[config.mk]
export PLATFORM = sky130hd
export DESIGN_NAME = instr_fetch_unit_flat
export DESIGN_NICKNAME = d
export VERILOG_FILES = /design/src/rtl/mips_pkg.sv /design/src/rtl/instr_fetch_unit_if.sv /design/src/rtl/fetch_next_pc.sv /design/src/rtl/instr_fetch_unit.sv /design/src/flat_wrapper.sv
export SDC_FILE = /design/constraint.sdc
export NUM_CORES = 1
export LEC_CHECK = 0
export CAP_MARGIN = 10
export CORE_MARGIN = 10
export CORE_UTILIZATION = 25
export CTS_BUF_LIST = sky130_fd_sc_hd__clkbuf_8
export CTS_CLUSTER_SIZE = 8
export DETAILED_ROUTE_END_ITERATION = 10
export SETUP_SLACK_MARGIN = 0.5
export SLEW_MARGIN = 20
export SYNTH_ARGS = -nofsm -noshare
export SYNTH_HDL_FRONTEND = slang
export SYNTH_SLANG_ARGS = --single-unit
[constraint.sdc]
create_clock -name clk -period 3.9 [get_ports clk]
set_clock_uncertainty 0.2 [all_clocks]
set_input_delay 0.78 -clock clk [delete_from_list [all_inputs] [get_ports clk]]
set_output_delay 0.78 -clock clk [all_outputs]
set_load 0.05 [all_outputs]
[src/rtl/mips_pkg.sv]
// Shared MIPS pipeline definitions used by the fetch, decode and hazard units.
package mips_pkg;

   localparam logic [31:0] NOP_INSTR        = 32'h0000_0000;
   localparam logic [31:0] RESET_PC_DEFAULT = 32'h0000_0000;

   typedef enum logic {
      RUN  = 1'b0,
      HALT = 1'b1
   } fetch_state_t;

endpackage

[src/rtl/instr_fetch_unit_if.sv]
// Instruction memory read port: byte address out, instruction word back in the same cycle.
interface instr_fetch_unit_if;

   logic [31:0] imem_addr;
   logic [31:0] imem_instr;

   modport master (output imem_addr, input imem_instr);
   modport slave  (input imem_addr, output imem_instr);

endinterface

[src/rtl/fetch_next_pc.sv]
// Next-PC priority mux (jump > branch > sequential) and the bad-PC detector.
module fetch_next_pc
   import mips_pkg::*;
#(
   parameter int IMEM_DEPTH = 100
) (
   input  logic [31:0] pc,
   input  logic        jump,
   input  logic [31:0] jump_target,
   input  logic        branch_taken,
   input  logic [31:0] branch_target,
   output logic [31:0] next_pc,
   output logic [31:0] pc_plus4,
   output logic        pc_bad
);

   localparam logic [31:0] DEPTH_WORDS = 32'(IMEM_DEPTH);

   assign pc_plus4 = pc + 32'd4;

   // Word index compared against depth, so a misaligned or out-of-range pc both count as bad.
   assign pc_bad = (pc[1:0] != 2'b00) || ({2'b00, pc[31:2]} >= DEPTH_WORDS);

   always_comb begin
      next_pc = pc_plus4;
      if (jump)
         next_pc = jump_target;
      else if (branch_taken)
         next_pc = branch_target;
   end

endmodule

[src/rtl/instr_fetch_unit.sv]
// Fetch stage: owns the PC, the IF/ID latch and the RUN/HALT fault FSM.
module instr_fetch_unit
   import mips_pkg::*;
#(
   parameter logic [31:0] RESET_PC   = RESET_PC_DEFAULT,
   parameter int          IMEM_DEPTH = 100
) (
   input  logic                      clk,
   input  logic                      rst,
   input  logic                      stall,
   input  logic                      flush,
   input  logic                      branch_taken,
   input  logic [31:0]               branch_target,
   input  logic                      jump,
   input  logic [31:0]               jump_target,
   instr_fetch_unit_if.master        imem,
   output logic [31:0]               if_id_instr,
   output logic [31:0]               if_id_pc_plus4,
   output logic                      if_id_valid,
   output logic                      fetch_fault,
   output logic [31:0]               fault_pc,
   output logic [31:0]               fetch_count
);

   fetch_state_t state, next_state;

   logic [31:0] pc;
   logic [31:0] next_pc;
   logic [31:0] pc_plus4;
   logic        pc_bad;

   logic        pc_load;
   logic        ifid_load;
   logic        ifid_kill;
   logic        fault_set;

   assign imem.imem_addr = pc;

   fetch_next_pc #(
      .IMEM_DEPTH (IMEM_DEPTH)
   ) u_next_pc (
      .pc            (pc),
      .jump          (jump),
      .jump_target   (jump_target),
      .branch_taken  (branch_taken),
      .branch_target (branch_target),
      .next_pc       (next_pc),
      .pc_plus4      (pc_plus4),
      .pc_bad        (pc_bad)
   );

   always_ff @(posedge clk) begin
      if (rst)
         state <= RUN;
      else
         state <= next_state;
   end

   always_comb begin
      next_state = state;
      if (state == RUN && pc_bad)
         next_state = HALT;
   end

   // A bad pc wins over every control input so its instruction never reaches IF/ID.
   always_comb begin
      pc_load   = 1'b0;
      ifid_load = 1'b0;
      ifid_kill = 1'b0;
      fault_set = 1'b0;
      if (state == RUN) begin
         if (pc_bad) begin
            fault_set = 1'b1;
            ifid_kill = 1'b1;
         end else if (jump || branch_taken) begin
            pc_load   = 1'b1;
            ifid_kill = 1'b1;
         end else if (stall) begin
            ifid_kill = flush;
         end else if (flush) begin
            pc_load   = 1'b1;
            ifid_kill = 1'b1;
         end else begin
            pc_load   = 1'b1;
            ifid_load = 1'b1;
         end
      end
   end

   always_ff @(posedge clk) begin
      if (rst) begin
         pc             <= RESET_PC;
         if_id_instr    <= NOP_INSTR;
         if_id_pc_plus4 <= 32'h0;
         if_id_valid    <= 1'b0;
         fetch_fault    <= 1'b0;
         fault_pc       <= 32'h0;
         fetch_count    <= 32'h0;
      end else begin
         if (pc_load)
            pc <= next_pc;
         if (ifid_kill) begin
            if_id_instr <= NOP_INSTR;
            if_id_valid <= 1'b0;
         end else if (ifid_load) begin
            if_id_instr    <= imem.imem_instr;
            if_id_pc_plus4 <= pc_plus4;
            if_id_valid    <= 1'b1;
            fetch_count    <= fetch_count + 32'd1;
         end
         if (fault_set) begin
            fetch_fault <= 1'b1;
            fault_pc    <= pc;
         end
      end
   end

endmodule

[src/flat_wrapper.sv]
// flat-port wrapper written by rule: the top's interface ports become plain ports
module instr_fetch_unit_flat import mips_pkg::*;
#(
   parameter logic [31:0] RESET_PC   = RESET_PC_DEFAULT,
   parameter int          IMEM_DEPTH = 100
)
  (clk, rst, stall, flush, branch_taken, branch_target, jump, jump_target, if_id_instr, if_id_pc_plus4, if_id_valid, fetch_fault, fault_pc, fetch_count, imem_imem_addr, imem_imem_instr);
  instr_fetch_unit_if imem_i ();
  input  logic clk;
  input  logic rst;
  input  logic stall;
  input  logic flush;
  input  logic branch_taken;
  input  logic [31:0] branch_target;
  input  logic jump;
  input  logic [31:0] jump_target;
  output logic [31:0] if_id_instr;
  output logic [31:0] if_id_pc_plus4;
  output logic if_id_valid;
  output logic fetch_fault;
  output logic [31:0] fault_pc;
  output logic [31:0] fetch_count;
  output wire logic [$bits(imem_i.imem_addr)-1:0] imem_imem_addr;
  input wire logic [$bits(imem_i.imem_instr)-1:0] imem_imem_instr;
  assign imem_imem_addr = imem_i.imem_addr;
  assign imem_i.imem_instr = imem_imem_instr;
  instr_fetch_unit #(.RESET_PC(RESET_PC), .IMEM_DEPTH(IMEM_DEPTH)) u_core (.clk(clk), .rst(rst), .stall(stall), .flush(flush), .branch_taken(branch_taken), .branch_target(branch_target), .jump(jump), .jump_target(jump_target), .imem(imem_i), .if_id_instr(if_id_instr), .if_id_pc_plus4(if_id_pc_plus4), .if_id_valid(if_id_valid), .fetch_fault(fetch_fault), .fault_pc(fault_pc), .fetch_count(fetch_count));
endmodule
# Yosys cells after proc, flatten, opt, wreduce, memory -nomap -nowiden
# Index checks and enable logic that the tools add are counted.
# totals
ff_bits,163
latch_bits,0
ram_bits,0
mem_bits_ro,0
word_cells,37
n_memories,0
# classes
add_sub_neg,2
n_mul,0
div_mod_pow,0
order_cmp,1
eq_ne,0
n_shift,0
mux,18
bitwise_logic,2
n_reduce_logical,6
# ops
cell,n
$mux 32,2
$add 32x1->32 const B,1
$add 32x3->32 const B,1
$ge 30x7->1 const B,1
$mux 1,16
$logic_or 1x1->1,2
$not 1->1,2
$reduce_and 2->1,1
$reduce_bool 2->1,1
$reduce_or 2->1,1
$logic_and 1x1->1,1

# Longest topological paths before layout
# Gate-level depths: netlist of run 1.
# logic_depth
depth_word,7
depth_mapped,9
depth_no_buf,6

# By module
# From an unflattened synthesis of run 1, not the netlist that was laid out.
# unflattened
cells_unflattened,954
area_unflattened_um2,7417.1
# by_module_without_submodules
module,n_inst,cells_per_inst,area_per_inst_um2,seq_area_each_um2
instr_fetch_unit,1,757,6034.5,3243.1
fetch_next_pc,1,197,1382.6,0.0

# Worst setup path after synthesis of run 1
# Ideal clock, no wire load.
# synth_timing
path_type,input to register
start,input jump
end,register u_core.fetch_count[14]
arrival_ps,2416
required_time_ps,3584
setup_slack_ps,1167
cell_stages,6
path_cell_list,buf_4 -> or3_1 -> or4_4 -> nor4_4 -> a311oi_1 -> a41o_1
# synth_via
elab_chain_cells,6
word_cells_on_any_way,9
# synth_lines
item,line_no,rtl
start: declaration,flat_wrapper.sv:15,input logic jump;
$logic_or 1x1->1 *,instr_fetch_unit.sv:75,end else if (jump || branch_taken) begin
$mux 1,instr_fetch_unit.sv:75,
$mux 1,instr_fetch_unit.sv:72,if (pc_bad) begin
$mux 1,instr_fetch_unit.sv:71,if (state == RUN) begin
$not 1->1 (no line),-,
$reduce_and 2->1 (no line) *,-,
end signal: assignment,instr_fetch_unit.sv:109,fetch_count <= fetch_count + 32'd1;
end: declaration,instr_fetch_unit.sv:22,output logic [31:0] fetch_count
# Mark *: on every way between the ends. The rest lies on a longest branch, timed or not.
# A chain may end at the register's enable or synchronous reset.

# Final worst setup path of run 1
# layout_timing
start,input branch_taken
end,register u_core.fetch_count[29]
# layout_via
elab_chain_cells,6
word_cells_on_any_way,9
# layout_lines
item,line_no,rtl
start: declaration,flat_wrapper.sv:13,input logic branch_taken;
$logic_or 1x1->1 *,instr_fetch_unit.sv:75,
$mux 1,instr_fetch_unit.sv:75,
$mux 1,instr_fetch_unit.sv:72,
$mux 1,instr_fetch_unit.sv:71,
$not 1->1 (no line),-,
$reduce_and 2->1 (no line) *,-,
# Marked as above.

==> results of run 1 <==
-- registers in the layout (all words and copies together) (netlist names) --
name and count:
u_core.imem.imem_addr 32, u_core.if_id_instr 32, u_core.fetch_fault 1, u_core.fault_pc 32, u_core.fetch_count 32, u_core.if_id_pc_plus4 32, u_core.if_id_valid 1
-- area by class of cell --
type                    instances  area [um^2]
fillers                      2692        16100
flip-flops and latches        162         3240
multi-input cells             527         3110
repair buffers                281         2770
well taps                     335          419
clock buffers                  19          262
clock inverters                13          101
inverters                      25         93.8
-- stage by stage --
stage | hold slack (ns) | power (mW) | cells
detailed placement | 0.243 | 5.52 | 1330
finish | 0.258 | 6.62 | 1362
global route | 0.277 | 7.02 | 1362
CTS | 0.261 | 6.73 | 1362
global placement | 0.241 | 5.52 | 1330
floorplan | 0.258 | 4.30 | 766
-- cell families (layout without fill, tap and decap cells) --
kind of cell               count (synthesis)  count (layout)  synth area share, %
adders and majority gates                  3               3                0.563
AOI/OAI and AO/OA                        187             187                 17.6
muxes                                     13              13                 1.97
buffers and inverters                     77             338                 5.12
DFF                                      162             162                 48.6
and+or+nand+nor                          310             310                 24.3
xor gates and xnor gates                  14              14                 1.84
-- worst min-delay path, delay by kind of cell, from the launching register on --
family,cells,cell delay [ns]
AOI/OAI and AO/OA,1,0.05
DFF,1,0.32
and+or+nand+nor,1,0.05
-- worst paths after layout --
kind	from	end	slack, ns
worst max-delay path	branch_taken	u_core.fetch_count[29]	0.97
worst min-delay path	u_core.fault_pc[8]	u_core.fault_pc[8]	0.26
worst max register to register	u_core.fetch_count[5]	u_core.fetch_count[30]	1.33
worst min register to register	u_core.fault_pc[8]	u_core.fault_pc[8]	0.26
-- cell usage in the layout, fill, tap and decap left out, types with 10 or more instances in the layout --
cell type        synthesis  final
a21oi_1                 94     94
a22oi_1                 14     14
and2_1                  27     27
buf_4                    3     19
clkbuf_8                 0     19
clkdlybuf4s50_1          0    262
dfxtp_1                162    162
inv_1                   25     26
mux2i_1                 12     12
nand2_1                140    140
nand3_1                 17     17
nor2_1                  50     50
o21ai_0                 10     10
o22ai_1                 19     19
o31ai_1                 13     13
or4_1                   13     13
-- where the power goes --
| part | total (mW) | internal (mW) | switching [mW] |
|---|---|---|---|
| Sequential | 2.10 | 1.86 | 0.240 |
| Clock | 1.17 | 0.485 | 0.686 |
| Combinational | 3.35 | 1.06 | 2.29 |
| Total | 6.62 | 3.41 | 3.22 |
-- metal layers --
layer	vias up	part of all wire, %
li1	3180	-
met1	2982	43
met2	206	48
met3	16	8.1
met4	0	1.2
met5	-	0
==> flow_metrics.py, run 1 <==
metrics = {
    "timing": {
        "layout_setup_ws_ns": 0.969,
        "hold_viol": 0,
        "worstMarginPinSlew_ns": 0.683,
        "setup-violations-final": 0,
        "grt_setup_unrepaired": "no",
        "max_freq_mhz": 341,
        "period_needed_ns": 2.93,
        "slew-limit-headroom_pct": 54.5,
        "slew_violations": 0,
        "period_share_pct": 75.2,
        "fin_setup_tns_ns": 0,
    },
    "route": {
        "finalWirelength_um": 24800,
        "vias_per_cell": 4.69,
        "postRouteAntennaNets": 0,
        "dr.pass1.iters": 5,
        "drt_iter0_drc": 317,
        "wire_per_inst_um": 18.2,
        "drc": 0,
        "vias": 6384,
    },
    "global_route": {
        "antenna_found_initial": 0,
        "overflow": 0,
        "grt.busiest_layer": "met2",
        "grt_max_degree": 63,
        "grtUsageMet2_pct": 23.5,
        "met1_usage_pct": 17.1,
        "grt_pass1_vias": 6372,
        "grtUsageMet3_pct": 5.43,
        "grt_first_pass_wirelength_um": 38000,
        "grtUsageTotal_pct": 14.3,
    },
    "clocking": {
        "cts_sinks": 162,
        "clock_latency_ns": 0.44,
        "cts.repair.resized": 0,
        "root_buffer": "clkbuf_8",
        "clock_path_buffers": 2,
        "htreeDepth": 4,
        "postCtsSetupRepairBufs": 0,
        "numCtsBuffers": 17,
        "clk_pin_slew_worst_paths_ns": 0.09,
        "cts_tree": "built",
        "cts_hold_repair.buffers": 0,
    },
    "floorplan": {
        "chipHeight_um": 183,
        "row_count": 59,
        "die_area_um2": 33600,
        "die_x_um": 183,
        "start_util_pct": 25.5,
        "ios": 264,
        "coreArea_um2": 26100,
    },
    "cells_and_area": {
        "design_area_um2": 9990,
        "antennaDiodeCount": 0,
        "area_growth_pct": 49.8,
        "fin_util_pct": 38.2,
        "fin_nets": 1119,
        "drive_above_1_share_pct": 7.11,
    },
    "synth": {
        "yosys.area.top_type": "dfxtp_1",
        "yosys-top-cells-count": "dfxtp_1 (162), nand2_1 (140), a21oi_1 (94), nor2_1 (50), and2_1 (27)",
        "ys_seq_area_share_pct": 48.6,
        "synth_area_leaders": "dfxtp_1 (49%), nand2_1 (7.9%), a21oi_1 (7.1%)",
        "synth_most_common_cell": "dfxtp_1",
        "synth-seq-cells": 162,
        "synthCells": 766,
        "yosys_warnings": 0,
        "syn_nets": 871,
        "syn_area_per_cell_um2": 8.71,
        "yosysUniqueCellTypes": 60,
        "synthFlopType": "dfxtp_1",
        "syn_area_um2": 6670,
        "netlist.area_leader.share_pct": 48.6,
        "synth-edff-count": 0,
        "async_flop_share_pct": 0,
    },
    "worst_setup_path": {
        "critPathLaunchType": "input port",
        "crit_required_ns": 4.07,
        "crit_type": "input port to register",
        "worstPathMaxFanout": 14,
        "worstRegToRegCells": 5,
        "path_buf_inv": 1,
        "slowest_delay_ns": 0.59,
        "cp.depth": 6,
        "endpoint_kind": "register",
        "cp_top_family": "simple AND/OR/NAND/NOR gates",
        "crit_arrival_ns": 3.10,
        "cp_cell_sequence": "clkdlybuf4s50_1, nor4_4, and4_4, nand4_2, or4_1, a21oi_1",
        "crit_slowest_cell": "clkdlybuf4s50_1",
    },
    "power_and_ir_drop": {
        "pwr_density_cell_nw_per_um2": 663,
        "total_leakage_power_nw": 3.31,
        "ir_drop_mv": 0.694,
    },
    "placement": {
        "dpl_worst_slack_ns": 0.502,
        "dpl-instance-area_um2": 9630,
        "gp_congestion": 0.764,
        "dpl.hpwl_um": 18500,
        "io_buffer_count": 263,
    },
    "worst_hold_path": {
        "worstHoldPathType": "register to register",
        "whs_path_depth": 2,
    },
    "job": {
        "max-cap-violations": 0,
    },
    "outcome": {
        "run_status": "finished, final reports clean",
    },
}
Power figures use the tool's default switching activity.
==> inputs of run 2 (changes only) <==
==> constraint.sdc (replaced) <==
create_clock -name clk -period 3 [get_ports clk]
set_clock_uncertainty 0.2 [all_clocks]
set_input_delay 0.6 -clock clk [delete_from_list [all_inputs] [get_ports clk]]
set_output_delay 0.6 -clock clk [all_outputs]
set_load 0.05 [all_outputs]
==> run 2 against run 1 <==
  * Highest routed layer unchanged
  * Sequential power rose by 30%
  * First-iteration DRC count grew 2.8%
  * Combinational power rose by 39%
  * Clock power increased by 38%
==> flow_metrics.py, run 2 (synthesized netlist as in run 1, its figures left out) <==
metrics = {
    "timing": {
        "period_share_pct": 83.4,
        "fin_setup_tns_ns": 0,
        "grt_setup_unrepaired": "yes",
        "setup-violations-final": 0,
        "whs_ns": 0.255,
        "slew_violations": 0,
        "max_freq_mhz": 400,
        "layout_setup_ws_ns": 0.498,
        "slew-limit-headroom_pct": 59.9,
        "worstMarginPinSlew_ns": 0.604,
        "period_needed_ns": 2.50,
        "hold_viol": 0,
    },
    "power_and_ir_drop": {
        "combPwrFrac_pct": 51.7,
        "total_power_mw": 8.97,
        "pwr-share-seq_pct": 30.4,
        "switching_power_mw": 4.36,
        "ir_drop_mv": 0.651,
        "swShare_pct": 48.6,
        "total_leakage_power_nw": 4.27,
        "p_int_mw": 4.61,
        "pwr_density_cell_nw_per_um2": 869,
        "p_clk_share_pct": 17.9,
    },
    "cells_and_area": {
        "fin_cells": 1386,
        "final_cell_mix": "clkdlybuf4s50_1 (169), dfxtp_1 (157), nand2_1 (140)",
        "fillers": 2669,
        "area_growth_pct": 54.8,
        "fin_nets": 1143,
        "final_common_cell": "clkdlybuf4s50_1",
        "drive_above_1_share_pct": 10.4,
    },
    "job": {
        "max-cap-violations": 0,
    },
    "global_route": {
        "antenna_found_initial": 1,
        "grt_first_pass_wirelength_um": 38700,
        "grt_max_degree": 47,
        "overflow": 0,
        "grtUsageTotal_pct": 14.6,
        "grt_pass1_vias": 6403,
    },
    "placement": {
        "dpl.hpwl_um": 18800,
        "dpl_worst_slack_ns": -0.104,
        "io_buffer_count": 263,
        "place_inst": 1347,
        "gp_congestion": 0.797,
    },
    "worst_hold_path": {
        "whs_path_depth": 2,
        "worstHoldPathType": "register to register",
    },
    "clocking": {
        "clock_latency_ns": 0.46,
        "cts_hold_repair.buffers": 0,
        "clk_pin_slew_worst_paths_ns": 0.09,
        "numCtsBuffers": 17,
        "htreeDepth": 4,
        "clock_path_buffers": 2,
        "root_buffer": "clkbuf_8",
        "cts_tree": "built",
        "cts_sinks": 162,
    },
    "route": {
        "dr.pass1.iters": 4,
        "vias_per_cell": 4.69,
        "finalWirelength_um": 25600,
        "drt_iter0_drc": 326,
        "drc": 0,
        "postRouteAntennaNets": 0,
        "wire_per_inst_um": 18.5,
        "vias": 6504,
    },
    "floorplan": {
        "die_x_um": 183,
        "row_count": 59,
        "chipHeight_um": 183,
        "die_area_um2": 33600,
        "start_util_pct": 25.5,
        "coreArea_um2": 26100,
        "ios": 264,
    },
    "worst_setup_path": {
        "crit_slowest_cell": "or4_4",
        "slowest_delay_ns": 0.44,
        "cp_cell_sequence": "clkdlybuf4s50_1, buf_4, or3_1, or4_4, nor4_4, a311oi_1, a41o_1",
        "crit_required_ns": 3.15,
        "endpoint_kind": "register",
        "critPathLaunchType": "input port",
        "worstRegToRegCells": 5,
        "crit_arrival_ns": 2.65,
        "crit_type": "input port to register",
        "worstPathMaxFanout": 4,
    },
    "outcome": {
        "run_status": "finished, final reports clean",
    },
}
==> run 2: changes by cell type in the layout (fill, tap and decap cells not counted), moves of 4 or more <==
cell and change:
dlygate4sd2_1 +65, dfxtp_1 -5, dfxtp_2 +5, nand3_2 +4, dlymetal6s2s_1 +28, clkdlybuf4s50_1 -93
buf_12 +5, buf_4 +15
==> run 2: critical path: cells and delay by family <==
| family | cells | cell delay (ns) |
|---|---|---|
| buf+inv | 2 | 0.56 |
| simple gates | 3 | 1.12 |
| compound gates | 2 | 0.38 |
==> run 2: per-stage QoR <==
step,utilization [%],instance area (um^2)
floorplan,-,6680
global placement,37.6,9820
detailed placement,37.6,9820
CTS,38.8,10100
global route,39.5,10300
finish,39.5,10300
==> run 2: power groups by stage <==
stage               registers [mW]  logic (mW)  clock network [mW]
floorplan                     3.61        1.98                   0
global placement              2.77        4.64                   0
detailed placement            2.77        4.67                   0
CTS                           2.72        4.63                1.67
global route                  2.78        4.98                1.76
finish                        2.73        4.64                1.61
==> run 2: metal layers <==
layer  GRT usage, %  share of wire, %  vias up
met5              0                 0        -
met4           2.89              0.61        0
met3           6.54               9.0        9
met2           24.3                49      196
met1           16.9                42     3066
li1               -                 -     3233
==> run 2: final cells by class <==
class                   instances  area [um^2]  share of cell area, %
inverters                      25         93.8                  0.909
well taps                     335          419                   4.06
multi-input cells             528         3180                   30.8
flip-flops and latches        162         3250                   31.5
clock inverters                13          126                   1.22
diodes                          1         2.50                 0.0242
repair buffers                304         3000                   29.1
clock buffers                  18          248                   2.40
==> run 2: timing repair <==
item	in CTS	in global routing
resized for setup	69	38
hold endpoints to repair	0	0
pin swaps	2	6
setup buffers	0	6
setup endpoints to repair	109	95
gates cloned	1	0
==> run 2: worst paths after layout <==
path	from	to	slack (ns)
worst max-delay path	branch_taken	u_core.fetch_count[14]	0.50
worst min-delay path	u_core.if_id_pc_plus4[3]	u_core.if_id_pc_plus4[3]	0.26
worst max register to register	u_core.imem.imem_addr[19]	u_core.fetch_count[8]	0.62
worst min register to register	u_core.if_id_pc_plus4[3]	u_core.if_id_pc_plus4[3]	0.26
